==> config.mk <==
export PLATFORM = sky130hd
export DESIGN_NAME = braille_cell_driver
export DESIGN_NICKNAME = d
export VERILOG_FILES = /design/src/rtl/braille_cell_driver.sv
export SDC_FILE = /design/constraint.sdc
export NUM_CORES = 1
export LEC_CHECK = 0
export ABC_AREA = 1
export ABC_CLOCK_PERIOD_IN_PS = 2640
export CELL_PAD_IN_SITES_DETAIL_PLACEMENT = 0
export CELL_PAD_IN_SITES_GLOBAL_PLACEMENT = 1
export CORE_MARGIN = 5
export CORE_UTILIZATION = 40
export CTS_CLUSTER_DIAMETER = 120
export DETAILED_ROUTE_END_ITERATION = 16
export PLACE_DENSITY = 0.75
export SETUP_SLACK_MARGIN = 0.5
export SLEW_MARGIN = 20
export SYNTH_ARGS = -nofsm -noshare
export SYNTH_HDL_FRONTEND = slang
export SYNTH_SLANG_ARGS = --single-unit
==> constraint.sdc <==
create_clock -name clk -period 2.64 [get_ports clk]
set_clock_uncertainty 0.2 [all_clocks]
set_input_delay 0.396 -clock clk [delete_from_list [all_inputs] [get_ports clk]]
set_output_delay 0.396 -clock clk [all_outputs]
set_load 0.05 [all_outputs]
==> src/rtl/braille_cell_driver.sv <==
// braille_cell_driver: buffers classified letters in a small FIFO and shows each one
// as a 6-dot Braille cell for HOLD_CYCLES, followed by a blank gap of GAP_CYCLES.
// Optional feature macro BRAILLE_SCAN_EN: scan the lit dots one slot at a time
// (SCAN_CYCLES per slot) for boards that can drive only one dot at once.
module braille_cell_driver #(
    parameter int ALPHA_BW    = 5,
    parameter int FIFO_DEPTH  = 4,
    parameter int HOLD_CYCLES = 100000000,
    parameter int GAP_CYCLES  = 20000000,
    parameter int SCAN_CYCLES = 1000
) (
    input  logic                clk,
    input  logic                reset,
    input  logic                in_valid,
    input  logic [ALPHA_BW-1:0] in_alpha,
    output logic [5:0]          out_dots,
    output logic                out_char_vld,
    output logic [ALPHA_BW-1:0] out_alpha,
    output logic                out_invalid,
    output logic                out_busy,
    output logic                out_overflow
);

    localparam int PTR_W  = $clog2(FIFO_DEPTH);
    localparam int MAX_C  = (HOLD_CYCLES > GAP_CYCLES) ? HOLD_CYCLES : GAP_CYCLES;
    localparam int CNT_W  = $clog2(MAX_C + 1);
    localparam int SCAN_W = $clog2(SCAN_CYCLES + 1);

    // Reject parameter values the logic below cannot honour.
    if (FIFO_DEPTH < 2 || (FIFO_DEPTH & (FIFO_DEPTH - 1)) != 0)
        $error("FIFO_DEPTH must be a power of 2 and >= 2");
    if (HOLD_CYCLES < 1 || GAP_CYCLES < 1 || SCAN_CYCLES < 1)
        $error("HOLD_CYCLES, GAP_CYCLES and SCAN_CYCLES must be >= 1");

    typedef enum logic [1:0] {IDLE, LOAD, SHOW, GAP} state_t;

    // Dots for the first decade a..j; the other decades are derived from it.
    function automatic logic [5:0] base_cell(input int i);
        case (i)
            0:       base_cell = 6'b000001;
            1:       base_cell = 6'b000011;
            2:       base_cell = 6'b001001;
            3:       base_cell = 6'b011001;
            4:       base_cell = 6'b010001;
            5:       base_cell = 6'b001011;
            6:       base_cell = 6'b011011;
            7:       base_cell = 6'b010011;
            8:       base_cell = 6'b001010;
            default: base_cell = 6'b011010;
        endcase
    endfunction

    // Full letter table; 'w' is the odd one out because it was added to the alphabet late.
    function automatic logic [5:0] cell_pattern(input logic [ALPHA_BW-1:0] idx);
        int i;
        i = int'(idx);
        if (i < 10)       cell_pattern = base_cell(i);
        else if (i < 20)  cell_pattern = base_cell(i - 10) | 6'b000100;
        else if (i == 22) cell_pattern = 6'b111010;
        else if (i < 22)  cell_pattern = base_cell(i - 20) | 6'b100100;
        else if (i < 26)  cell_pattern = base_cell(i - 21) | 6'b100100;
        else              cell_pattern = 6'b111111;
    endfunction

    state_t                state, state_next;
    logic [CNT_W-1:0]      cnt;
    logic [ALPHA_BW-1:0]   mem [FIFO_DEPTH];
    logic [PTR_W-1:0]      wr_ptr, rd_ptr;
    logic [PTR_W:0]        count;
    logic                  full, empty, push, pop;
    logic [ALPHA_BW-1:0]   alpha_q;
    logic [5:0]            pattern_q;
    logic                  invalid_q;
    logic                  overflow_q;
    logic                  show_entry;

    assign full       = (count == (PTR_W+1)'(FIFO_DEPTH));
    assign empty      = (count == '0);
    assign pop        = (state == LOAD);
    // A full FIFO can still take the strobe if LOAD frees a slot in the same cycle.
    assign push       = in_valid && (!full || pop);
    assign show_entry = (state_next == SHOW) && (state != SHOW);

    // FIFO storage; no reset needed, occupancy is tracked by count.
    always_ff @(posedge clk) begin
        if (push) mem[wr_ptr] <= in_alpha;
    end

    // FIFO pointers, occupancy and the sticky drop flag.
    always_ff @(posedge clk) begin
        if (reset) begin
            wr_ptr     <= '0;
            rd_ptr     <= '0;
            count      <= '0;
            overflow_q <= 1'b0;
        end else begin
            if (push) wr_ptr <= wr_ptr + 1'b1;
            if (pop)  rd_ptr <= rd_ptr + 1'b1;
            case ({push, pop})
                2'b10:   count <= count + 1'b1;
                2'b01:   count <= count - 1'b1;
                default: count <= count;
            endcase
            if (in_valid && full && !pop) overflow_q <= 1'b1;
        end
    end

    // State register plus one shared cycle counter, cleared on every state entry.
    always_ff @(posedge clk) begin
        if (reset) begin
            state <= IDLE;
            cnt   <= '0;
        end else begin
            state <= state_next;
            if (state_next != state || state == IDLE) cnt <= '0;
            else                                      cnt <= cnt + 1'b1;
        end
    end

    // Next-state logic.
    always_comb begin
        state_next = state;
        case (state)
            IDLE: if (!empty) state_next = LOAD;
            LOAD: state_next = SHOW;
            SHOW: if (cnt == CNT_W'(HOLD_CYCLES - 1)) state_next = GAP;
            GAP:  if (cnt == CNT_W'(GAP_CYCLES - 1))  state_next = empty ? IDLE : LOAD;
            default: state_next = IDLE;
        endcase
    end

    // Latch the popped letter and its cell while in LOAD.
    always_ff @(posedge clk) begin
        if (reset) begin
            alpha_q   <= '0;
            pattern_q <= '0;
            invalid_q <= 1'b0;
        end else if (state == LOAD) begin
            alpha_q   <= mem[rd_ptr];
            pattern_q <= cell_pattern(mem[rd_ptr]);
            invalid_q <= (int'(mem[rd_ptr]) >= 26);
        end
    end

`ifdef BRAILLE_SCAN_EN
    logic [SCAN_W-1:0] scan_cnt;
    logic [2:0]        slot;

    // Step through dot slots 0..5; unlit slots still take their full time.
    always_ff @(posedge clk) begin
        if (reset || show_entry) begin
            scan_cnt <= '0;
            slot     <= '0;
        end else if (state == SHOW) begin
            if (scan_cnt == SCAN_W'(SCAN_CYCLES - 1)) begin
                scan_cnt <= '0;
                slot     <= (slot == 3'd5) ? 3'd0 : slot + 3'd1;
            end else begin
                scan_cnt <= scan_cnt + 1'b1;
            end
        end
    end

    assign out_dots = (state == SHOW) ? (pattern_q & (6'b000001 << slot)) : 6'b000000;
`else
    logic unused_entry;
    assign unused_entry = show_entry;
    assign out_dots     = (state == SHOW) ? pattern_q : 6'b000000;
`endif

    assign out_char_vld = (state == SHOW);
    assign out_alpha    = alpha_q;
    assign out_invalid  = (state == SHOW) && invalid_q;
    assign out_busy     = (state != IDLE) || !empty;
    assign out_overflow = overflow_q;

endmodule

======== Word level (Yosys, flattened, before mapping) ========
Memories as Yosys holds them, arrays and structs flattened. A register that Yosys moved wholly into a read port is not among the register bits.
Index checks and enable logic that the tools add are counted.
word-level totals
  bits in registers ....................... 49
  bits in writable memories ............... 20
  bits in read-only memories .............. 256
  input bits .............................. 8
  output and inout port bits .............. 15
  logic and storage cells ................. 75
  memories ................................ 5
operators by class
  add/subtract/negate cells ............... 8
  magnitude comparators ................... 5
  equality and inequality tests ........... 10
  muxes and demuxes ....................... 20
  reductions and logical operators ........ 18
memory list
  memory           words  bits a word  read ports  clocked after memory_dff  wr ports  line  RTL
  (no name shown)  16     4            1           0                         0         39    case (i)
  (no name shown)  16     4            1           0                         0         39
  (no name shown)  16     4            1           0                         0         39
  (no name shown)  16     4            1           0                         0         39
  mem              4      5            1           1                         1         67    logic [ALPHA_BW-1:0] mem [FIFO_DEPTH];
operators by type and width
  kind                                                         number
  logical NOT 28 bit                                           3
  2-to-1 mux 6 bit                                             5
  adder 27 x 1 -> 27 bit (second input constant)               1
  == test 27 x 25 -> 1 bit (second input constant)             1
  == test 27 bit (second input constant)                       1
  2-to-1 mux 5 bit                                             5
  less-than comparator 5 bit (second input constant)           3
  subtractor 5 x 5 -> 6 bit (second input constant)            2
  2-to-1 mux 2 bit                                             5
  one-hot mux 2 bit (4 select lines)                           1
  == test 2 bit (second input constant)                        3
  one-hot mux 3 bit (2 select lines)                           1
  subtractor 5 x 4 -> 6 bit (second input constant)            1
  == test 5 bit (second input constant)                        1
  >= comparator 5 bit (second input constant)                  1
  less-than comparator 5 x 4 -> 1 bit (second input constant)  1
  adder 2 x 1 -> 2 bit (second input constant)                 2
  == test 2 x 1 -> 1 bit (second input constant)               2
  logical AND 1 bit                                            4
  nonzero test 2 bit                                           2
  adder 3 x 1 -> 3 bit (second input constant)                 1
  == test 3 bit (second input constant)                        1
  logical NOT 1 bit                                            3
  logical NOT 3 bit                                            1
  6 further kinds                                              10

======== Longest topological paths before layout ========
Gate-level depths: netlist (run 1).
  word-level depth ........................ 8
  gate-level depth with buffers ........... 16

======== Least setup slack after synthesis (run 1) ========
Ideal clock, no wire load.
  kind .................................... register to output
  from .................................... reg state[1]
  to ...................................... out out_dots[0]
  arrival ................................. 1.669 ns
  data required time ...................... 2.044 ns
  path slack .............................. 0.375 ns
  stages on the path, launching flop included .. 5
  cells stage by stage .................... dfxtp_1 > inv_1 > nor2_2 > inv_2 > nor2_1
on the way
  word-level cells in the longest chain between the ends .. 2
RTL lines
  what                    line  RTL
  from (decl)             65    state_t state, state_next;
  from (signal assigned)  114   state <= state_next;
  == test 2 bit           --
  via out_char_vld        17    output logic out_char_vld,
  2-to-1 mux 6 bit        168   assign out_dots = (state == SHOW) ? pattern_q : 6'b000000;
  to (decl)               16    output logic [5:0] out_dots,
The timed path passes the listed nets, and every way through them passes these cells.

==> results of run 1 <==
==> cell families (layout without fill, tap and decap cells) <==
logic type	after synthesis	after routing
AND/OR/NAND/NOR	249	250
buffers and inverters	89	160
flip-flops	71	71
AO/OA/AOI/OAI	54	54
XOR/XNOR	26	26
adder cells (fa/ha/maj)	20	20
==> timing repair <==
action,CTS,global route
pin swaps,25,30
hold endpoints to repair,0,0
cloned,0,1
buffers inserted,21,8
endpoints found under the setup margin,19,65
resized for setup,78,95
==> sequential cells by signal (all words and copies together), names as in the netlist, named ones only <==
register      flops
pattern_q         6
invalid_q         1
state             2
out_overflow      1
cnt              27
rd_ptr            2
wr_ptr            2
count             3
out_alpha         5
mem              20
==> final cells by class <==
class                           count  area [sq um]
Inverter                           81           322
Clock buffer                        9           124
Sequential cell                    71          1630
Tap cell                          133           166
Timing Repair Buffer               63           526
Fill cell                         898          4410
Clock inverter                      7          72.6
Multi-Input combinational cell    350          2380
==> through the flow <==
stage,setup slack [ns],power [mW],instances
3_3_place_gp,0.252,3.41,668
5_1_grt,0.401,5.79,714
3_5_place_dp,0.216,3.41,668
6_report,0.503,5.42,714
2_1_floorplan,0.375,2.87,509
4_1_cts,0.337,4.77,705
==> metal layers <==
layer	wire length (um)	GRT usage, %
met1	4220	19.7
met2	4570	27.1
met3	298	3.20
met4	275	7.30
met5	0	0
==> power groups by stage <==
| stage | Clock (mW) | Sequential, mW | Combinational (mW) |
|---|---|---|---|
| 2_1_floorplan | 0 | 1.49 | 1.38 |
| 3_3_place_gp | 0 | 1.39 | 2.02 |
| 3_5_place_dp | 0 | 1.40 | 2.01 |
| 4_1_cts | 0.898 | 1.39 | 2.48 |
| 5_1_grt | 0.948 | 1.41 | 3.43 |
| 6_report | 0.875 | 1.39 | 3.15 |
==> placed cells by master, fill, tap and decap left out, types with 8 or more instances in the layout <==
cell	n
nor2_1	49
dfxtp_1	47
nand3_2	13
edfxtp_1	20
ha_4	8
clkbuf_8	9
inv_1	63
a21oi_2	10
clkdlybuf4s50_1	11
nand2_1	77
nor2_2	32
inv_2	14
nand3_1	27
buf_4	35
xor2_1	22
o21ai_0	19
a21oi_1	16
nand2_2	18
ha_1	9
==> worst min path at each step <==
stage | cells past startpoint | slack (ns) | endpoint | from
after detailed placement | 1 | 0.24 | cnt[0]$_SDFF_PP0_ | cnt[0]$_SDFF_PP0_
after global placement | 1 | 0.24 | cnt[0]$_SDFF_PP0_ | cnt[0]$_SDFF_PP0_
after global routing | 1 | 0.28 | cnt[0]$_SDFF_PP0_ | cnt[0]$_SDFF_PP0_
after floorplan | 1 | 0.23 | cnt[0]$_SDFF_PP0_ | cnt[0]$_SDFF_PP0_
after CTS | 1 | 0.26 | cnt[0]$_SDFF_PP0_ | cnt[0]$_SDFF_PP0_
final | 1 | 0.26 | cnt[0]$_SDFF_PP0_ | cnt[0]$_SDFF_PP0_
==> critical path, stage by stage (launching register included) <==
cell and delay, ns:
dfxtp_4 0.38, buf_6 0.13, nand2_1 0.06, nand3_2 0.09, nand2_4 0.10, buf_6 0.14
ha_4 0.15, inv_2 0.05, nand2_1 0.05, nand2_1 0.07, nand2_2 0.06, a21oi_2 0.14
nand3_1 0.13, nand2_1 0.10, nand2_2 0.07, nand3_2 0.08, a21oi_2 0.05
==> metrics, run 1 <==
status=completed; GRT Resource Usage Total=16.0%; n_diodes=0; synth top area cells=dfxtp_1 26%, edfxtp_1 15%, nand2_1 9.2%, inv_1 7.5%, ha_1 6.1%; sequential share of the synthesized area=41.5%; Switching Fraction=45.5%; Post-synth EDFFs=20; Comb pwr share=58.2%; largest family of logic cells by synthesized area=simple AND/OR/NAND/NOR gates; post-synthesis mux area share=0%; top cells by count, synth=96 x nand2_1, 78 x inv_1, 58 x nor2_1; initial core utilization=40.5%; clock tree buffer depth=2; final net count=604; Yosys reg bits=71; fin area=0.00523 sq mm; crit share post-route=81.0%; min Tclk post-route=2.14 ns; detail-routed via count per cell=4.73; pin count of the biggest net entering global routing=28; CP endpoint kind=flip-flop; clock tree root buffer cell=clkbuf_8; fmax=468 MHz; post-synthesis adder-cell area fraction=6.60%; Max Fanout on Critical Path=7; Final Hold Slack=0.258 ns; r2r worst-path depth=16; Setup CP Type=flip-flop to flip-flop; # hold bufs at CTS=0; share of layout cells above drive strength 1=34.4%; Most used DFF post-synth=dfxtp_1; worst-margin pin slew=0.505 ns; DP Area=0.00433 sq mm; DRT Pass-1 Iters=4; post-synthesis compound-gate area fraction=7.18%; r2r setup slk=0.50 ns; net count after synthesis=537; Worst-Skew Late Latency=0.35 ns; Post-Synth XOR/XNOR Area=5.83%; Post-Synth Simple-Gate Area=29.7%; Yosys cell types=33; R2R Path End=pattern_q[3]$_SDFFE_PP0P_; Int Pwr=2.95 mW; WP data arrival=2.19 ns; Clock transition at path regs=0.08 ns; I/O pins=23; area share of the largest cell type after synthesis=26.1%; Req. time, crit path=2.69 ns; # H-tree levels=3; clock share of power=16.1%; RSZ-0062 raised after global routing=true; slew margin rel.=66.2%; die area=0.0118 sq mm; Final setup viols=0; post-synthesis cell count=509; first-pass GRT wire length=15000 um; worst vdd ir=0.386 mV; top cell type by total area after synthesis=dfxtp_1; post-layout util=54.2%; Std-Cell Rows=36; routed len/inst=13.1 um; Critical Path Sink=pattern_q[3]$_SDFFE_PP0P_; PD cells=1040 mW/mm^2; Area growth, synth to finish=33.8%; Synth Cell Area=0.00390 sq mm; Yosys Warn Count=0; GRT overflow=0; Flop pwr share=25.7%; Critical Path Start Type=flip-flop; Num CTS Buffers=9; Final Wtd Congestion=0.857; syn avg cell area=7.67 sq um; Die Wd=109 um; initial antenna violation count=0; post-DP HPWL=6310 um; top-count cell post-synth=nand2_1; WL final=9370 um; clk sinks=71; Die Ht=109 um; vias post-DR=3375; Setup TNS=0 ns; Hold Fails Final Rpt=0; number of global-route vias before repair=3262; DRC violations left=0; Post-DRT Antenna Nets=0; Core Area=0.00964 sq mm; I/O Buffers=22; net switching power=2.46 mW; CTS tree=built; DRT iter0 DRCs=139; Post-synth ARST share=0%; HP Class=flip-flop to flip-flop; count of pins over their slew limit=0; Max-Cap Viols=0; Pleak=2.10 nW
(Power assumes the default switching activity.)
==> run 2, diff against run 1 <==
Settings changed: ABC_CLOCK_PERIOD_IN_PS 2640 to 2050.
Clock period 2.64 ns to 2.05 ns, I/O delays scaled along.
==> metrics, run 2 (synthesis results as in run 1) <==
status=complete, but fails checks; failing checks=setup timing; crit-path cells=inv_6 -> buf_4 -> nand2_1 -> nand3_2 -> nand2_2 -> buf_6 -> ha_1 -> inv_2 -> nor2_1 -> o21ai_1 -> inv_1 -> nor2_1 -> nand2_1 -> nand3_1 -> a21oi_2; Core Area=0.00964 sq mm; commonest non-fill, non-tap cells in the layout=78 x buf_4, 71 x nand2_1, 53 x inv_1; largest register by flop count=cnt; Worst Hold Launch=cnt[0]$_SDFF_PP0_; crit share post-route=102%; Pleak=2.55 nW; top flop regs=cnt (27), mem (20), pattern_q (6); Post-DRT Antenna Nets=0; DRT iter0 DRCs=64; number of stages on the worst setup path=15; worst setup margin=-0.0391 ns; CP endpoint kind=flip-flop; initial antenna violation count=0; DRT Pass-1 Iters=4; HP Class=flip-flop to flip-flop; Max Fanout on Critical Path=9; I/O pins=23; fmax=479 MHz; count of pins over their slew limit=0; detail-routed via count per cell=4.65; Hold Fails Final Rpt=0; Worst-Skew Late Latency=0.35 ns; final net count=660; GRT Resource Usage Total=17.8%; # H-tree levels=3; max reg flops=27; Die Wd=109 um; number of global-route vias before repair=3636; # hold bufs at CTS=0; clk sinks=71; vias post-DR=3583; Req. time, crit path=2.10 ns; Worst Hold Depth=1; die area=0.0118 sq mm; slew margin rel.=82.4%; Die Ht=109 um; post-DP HPWL=6840 um; Setup CP Type=flip-flop to flip-flop; Final Wtd Congestion=0.943; pin count of the biggest net entering global routing=21; WP data arrival=2.14 ns; RSZ-0062 raised after global routing=true; CTS tree=built; clock tree root buffer cell=clkbuf_8; CP bufs+invs=5; Std-Cell Rows=36; initial core utilization=40.5%; post-layout util=63.9%; routed len/inst=13.1 um; GRT overflow=0; WL final=10100 um; clock tree buffer depth=2; share of layout cells above drive strength 1=50.1%; n_diodes=0; commonest non-fill, non-tap cell in the layout=buf_4; worst-margin pin slew=0.261 ns; max incr delay on CP=0.41 ns; Area growth, synth to finish=57.7%; first-pass GRT wire length=16600 um; Critical Path Start Type=flip-flop; slowest CP cell=dfxtp_4; Max-Cap Viols=0; I/O Buffers=22; min Tclk post-route=2.09 ns; DRC violations left=0; r2r worst-path depth=15; worst vdd ir=0.418 mV; Num CTS Buffers=9; pre-CTS WS=-0.183 ns; Clock transition at path regs=0.08 ns; Final setup viols=4; critical path's top delay family=simple AND/OR/NAND/NOR gates; PD cells=1220 mW/mm^2
## run 2: layer usage
metal,vias to the layer above,wire length (um),part of all wire (%),GRT usage (%)
li1,1854,-,-,-
met1,1677,4280,43,20.4
met4,0,134,1.3,6.31
met5,-,0,0,0
met2,38,5420,54,33.1
met3,14,222,2.2,3.26
## run 2: layout make-up
class | count | area [sq um]
Timing Repair Buffer | 120 | 1200
Multi-Input combinational cell | 349 | 2600
Clock buffer | 10 | 128
Sequential cell | 71 | 1660
Fill cell | 835 | 3480
Tap cell | 133 | 166
Inverter | 81 | 320
Clock inverter | 6 | 85.1
## run 2: where the power goes
group | internal (mW) | total (mW) | switching [mW] | leakage (nW)
logic | 1.93 | 4.46 | 2.53 | 1.84
registers | 1.67 | 1.81 | 0.138 | 0.608
clock network | 0.681 | 1.22 | 0.538 | 0.102
## run 2: stage by stage
step	setup TNS (ns)	total power [mW]	hold slack, ns	std cells	instance area [sq um]
after global routing	-3.80	8.00	0.246	770	6160
after detailed placement	-0.864	5.18	0.246	720	4990
final	-0.0946	7.49	0.234	770	6160
after global placement	-0.612	5.15	0.239	720	4990
after floorplan	-0.0511	3.95	0.172	509	4090
after CTS	-0.192	7.18	0.222	763	5790
## run 2: repair_timing
action | CTS | global route
pin swaps | 41 | 27
endpoints found under the setup margin | 76 | 71
resized for setup | 133 | 90
setup buffers | 24 | 7
cloned | 3 | 0
## run 2: final timing paths
check                              endpoint  slack [ns]
hold reg to reg           cnt[0]$_SDFF_PP0_        0.23
hold / removal            cnt[0]$_SDFF_PP0_        0.23
setup reg to reg  pattern_q[3]$_SDFFE_PP0P_       -0.04
setup / recovery  pattern_q[3]$_SDFFE_PP0P_       -0.04
==> run 3, diff against run 2 <==
Settings changed: TNS_END_PERCENT set to 1.
==> metrics, run 3 (synthesis results as in run 1) <==
clock tree root buffer cell=clkbuf_8; Std-Cell Rows=36; I/O Buffers=22; Die Ht=109 um; detail-routed via count per cell=4.73; Die Wd=109 um; Pleak=2.23 nW; commonest non-fill, non-tap cell in the layout=nand2_1; Core Area=0.00964 sq mm; Num CTS Buffers=9; Max Fanout on Critical Path=6; net switching power=3.02 mW; routed len/inst=12.7 um; I/O pins=23; post-DP HPWL=6810 um; clock share of power=17.3%; number of global-route vias before repair=3589; clk sinks=71; top flop regs=cnt (27), mem (20), pattern_q (6); Post-DRT Antenna Nets=0; min Tclk post-route=2.10 ns; n_diodes=0; Final setup viols=6; die area=0.0118 sq mm; Critical Path Start Type=flip-flop; count of pins over their slew limit=0; slew margin rel.=81.8%; Int Pwr=4.06 mW; WL final=9340 um; RSZ-0062 raised after global routing=true; Clock transition at path regs=0.08 ns; vias post-DR=3473; GRT Resource Usage Total=17.0%; max reg flops=27; footprint of the multi-input gates=0.00239 sq mm; DRT Pass-1 Iters=4; final net count=624; failing checks=setup timing; crit share post-route=102%; Final Total Pwr=7.08 mW; CTS tree=built; # H-tree levels=3; Final Wtd Congestion=0.866; worst setup margin=-0.0499 ns; Req. time, crit path=2.12 ns; Worst-Skew Late Latency=0.33 ns; initial antenna violation count=0; status=complete, but fails checks; first-pass GRT wire length=16100 um; Area growth, synth to finish=42.3%; Setup CP Type=flip-flop to flip-flop; CP endpoint kind=flip-flop; # fillers=900; fmax=476 MHz; Max-Cap Viols=0; crit-path cells=inv_4 -> buf_6 -> nand2_2 -> nand3_2 -> nand2_4 -> inv_4 -> ha_4 -> inv_2 -> nand2_1 -> nand2_2 -> buf_4 -> o21ai_1 -> inv_1 -> nor2_2 -> nand2_1 -> nand3_1 -> a21oi_1; share of layout cells above drive strength 1=41.3%; worst vdd ir=0.513 mV; worst-margin pin slew=0.270 ns; Flop pwr share=25.4%; commonest non-fill, non-tap cells in the layout=73 x nand2_1, 58 x inv_1, 48 x buf_4; DRC violations left=0; Worst Hold Depth=1; GRT overflow=0; max incr delay on CP=0.39 ns; clock tree buffer depth=2; Comb pwr share=57.2%; DP Area=0.00481 sq mm; initial core utilization=40.5%; HP Class=flip-flop to flip-flop; slowest CP cell=dfxtp_4; largest register by flop count=cnt; pin count of the biggest net entering global routing=21; PD cells=1270 mW/mm^2; pre-CTS WS=-0.266 ns; WP data arrival=2.17 ns; Switching Fraction=42.6%; DRT iter0 DRCs=115; fin area=0.00556 sq mm; Hold Fails Final Rpt=0; r2r worst-path depth=17; # hold bufs at CTS=0; Reg area=0.00164 sq mm
==> run 3: changes by cell type in the layout (fill, tap and decap cells not counted), moves of 4 or more <==
| cell | delta |
|---|---|
| buf_4 | -30 |
| nor2_4 | -17 |
| nor2_1 | +13 |
| nand3_1 | +7 |
| nand3_2 | -7 |
| buf_12 | -5 |
| dfxtp_1 | +5 |
| inv_1 | +5 |
| inv_2 | -4 |
| nor2_2 | +4 |
==> run 3: stage by stage <==
step	hold WS (ns)	setup TNS, ns	instances	utilization [%]
floorplan	0.177	-0.351	509	-
finish	0.237	-0.178	734	57.7
CTS	0.241	-0.0808	734	57.1
detailed placement	0.243	-1.62	711	49.9
global route	0.260	-1.96	734	57.7
global placement	0.238	-1.25	711	49.9
==> run 3: repair_timing <==
item / 4_1_cts / 5_1_grt
gates resized for setup: 159 / 27
gates cloned: 0 / 0
setup endpoints to repair: 73 / 71
pin swaps: 76 / 29
buffers inserted: 7 / 0
==> run 3: final timing paths <==
check	from	end	slack (ns)
max	flip-flop	pattern_q[3]$_SDFFE_PP0P_	-0.05
min	cnt[0]$_SDFF_PP0_	cnt[0]$_SDFF_PP0_	0.24
max reg2reg	flip-flop	pattern_q[3]$_SDFFE_PP0P_	-0.05
min reg2reg	cnt[0]$_SDFF_PP0_	cnt[0]$_SDFF_PP0_	0.24
==> run 3: worst max-delay path: cells and delay by family, from the launching register on <==
family | cells | cell delay (ns)
and+or+nand+nor | 8 | 0.62
adders and majority gates | 1 | 0.16
AOI/OAI and AO/OA | 2 | 0.18
buffers and inverters | 6 | 0.50
DFF | 1 | 0.39
==> run 3: power by group through the flow <==
| stage | Clock (mW) | Sequential, mW | Combinational [mW] |
|---|---|---|---|
| 3_3_place_gp | 0 | 1.79 | 3.19 |
| 5_1_grt | 1.32 | 1.83 | 4.43 |
| 3_5_place_dp | 0 | 1.79 | 3.22 |
| 4_1_cts | 1.26 | 1.80 | 3.94 |
| 2_1_floorplan | 0 | 1.93 | 1.86 |
| 6_report | 1.23 | 1.80 | 4.05 |
==> run 3: cell type report <==
cell class | instances | area share [%]
inverter | 81 | 5.65
clock buffer | 14 | 3.38
multi-input combinational | 349 | 43.0
sequential | 71 | 29.6
timing repair buffer | 84 | 14.7
clock inverter | 2 | 0.630
tap | 133 | 2.99
==> run 3: metal layers <==
layer / part of all wire [%] / GRT usage (%)
met1: 44 / 19.5
met2: 51 / 30.7
met3: 3.0 / 3.37
met4: 2.7 / 7.30
met5: 0 / 0
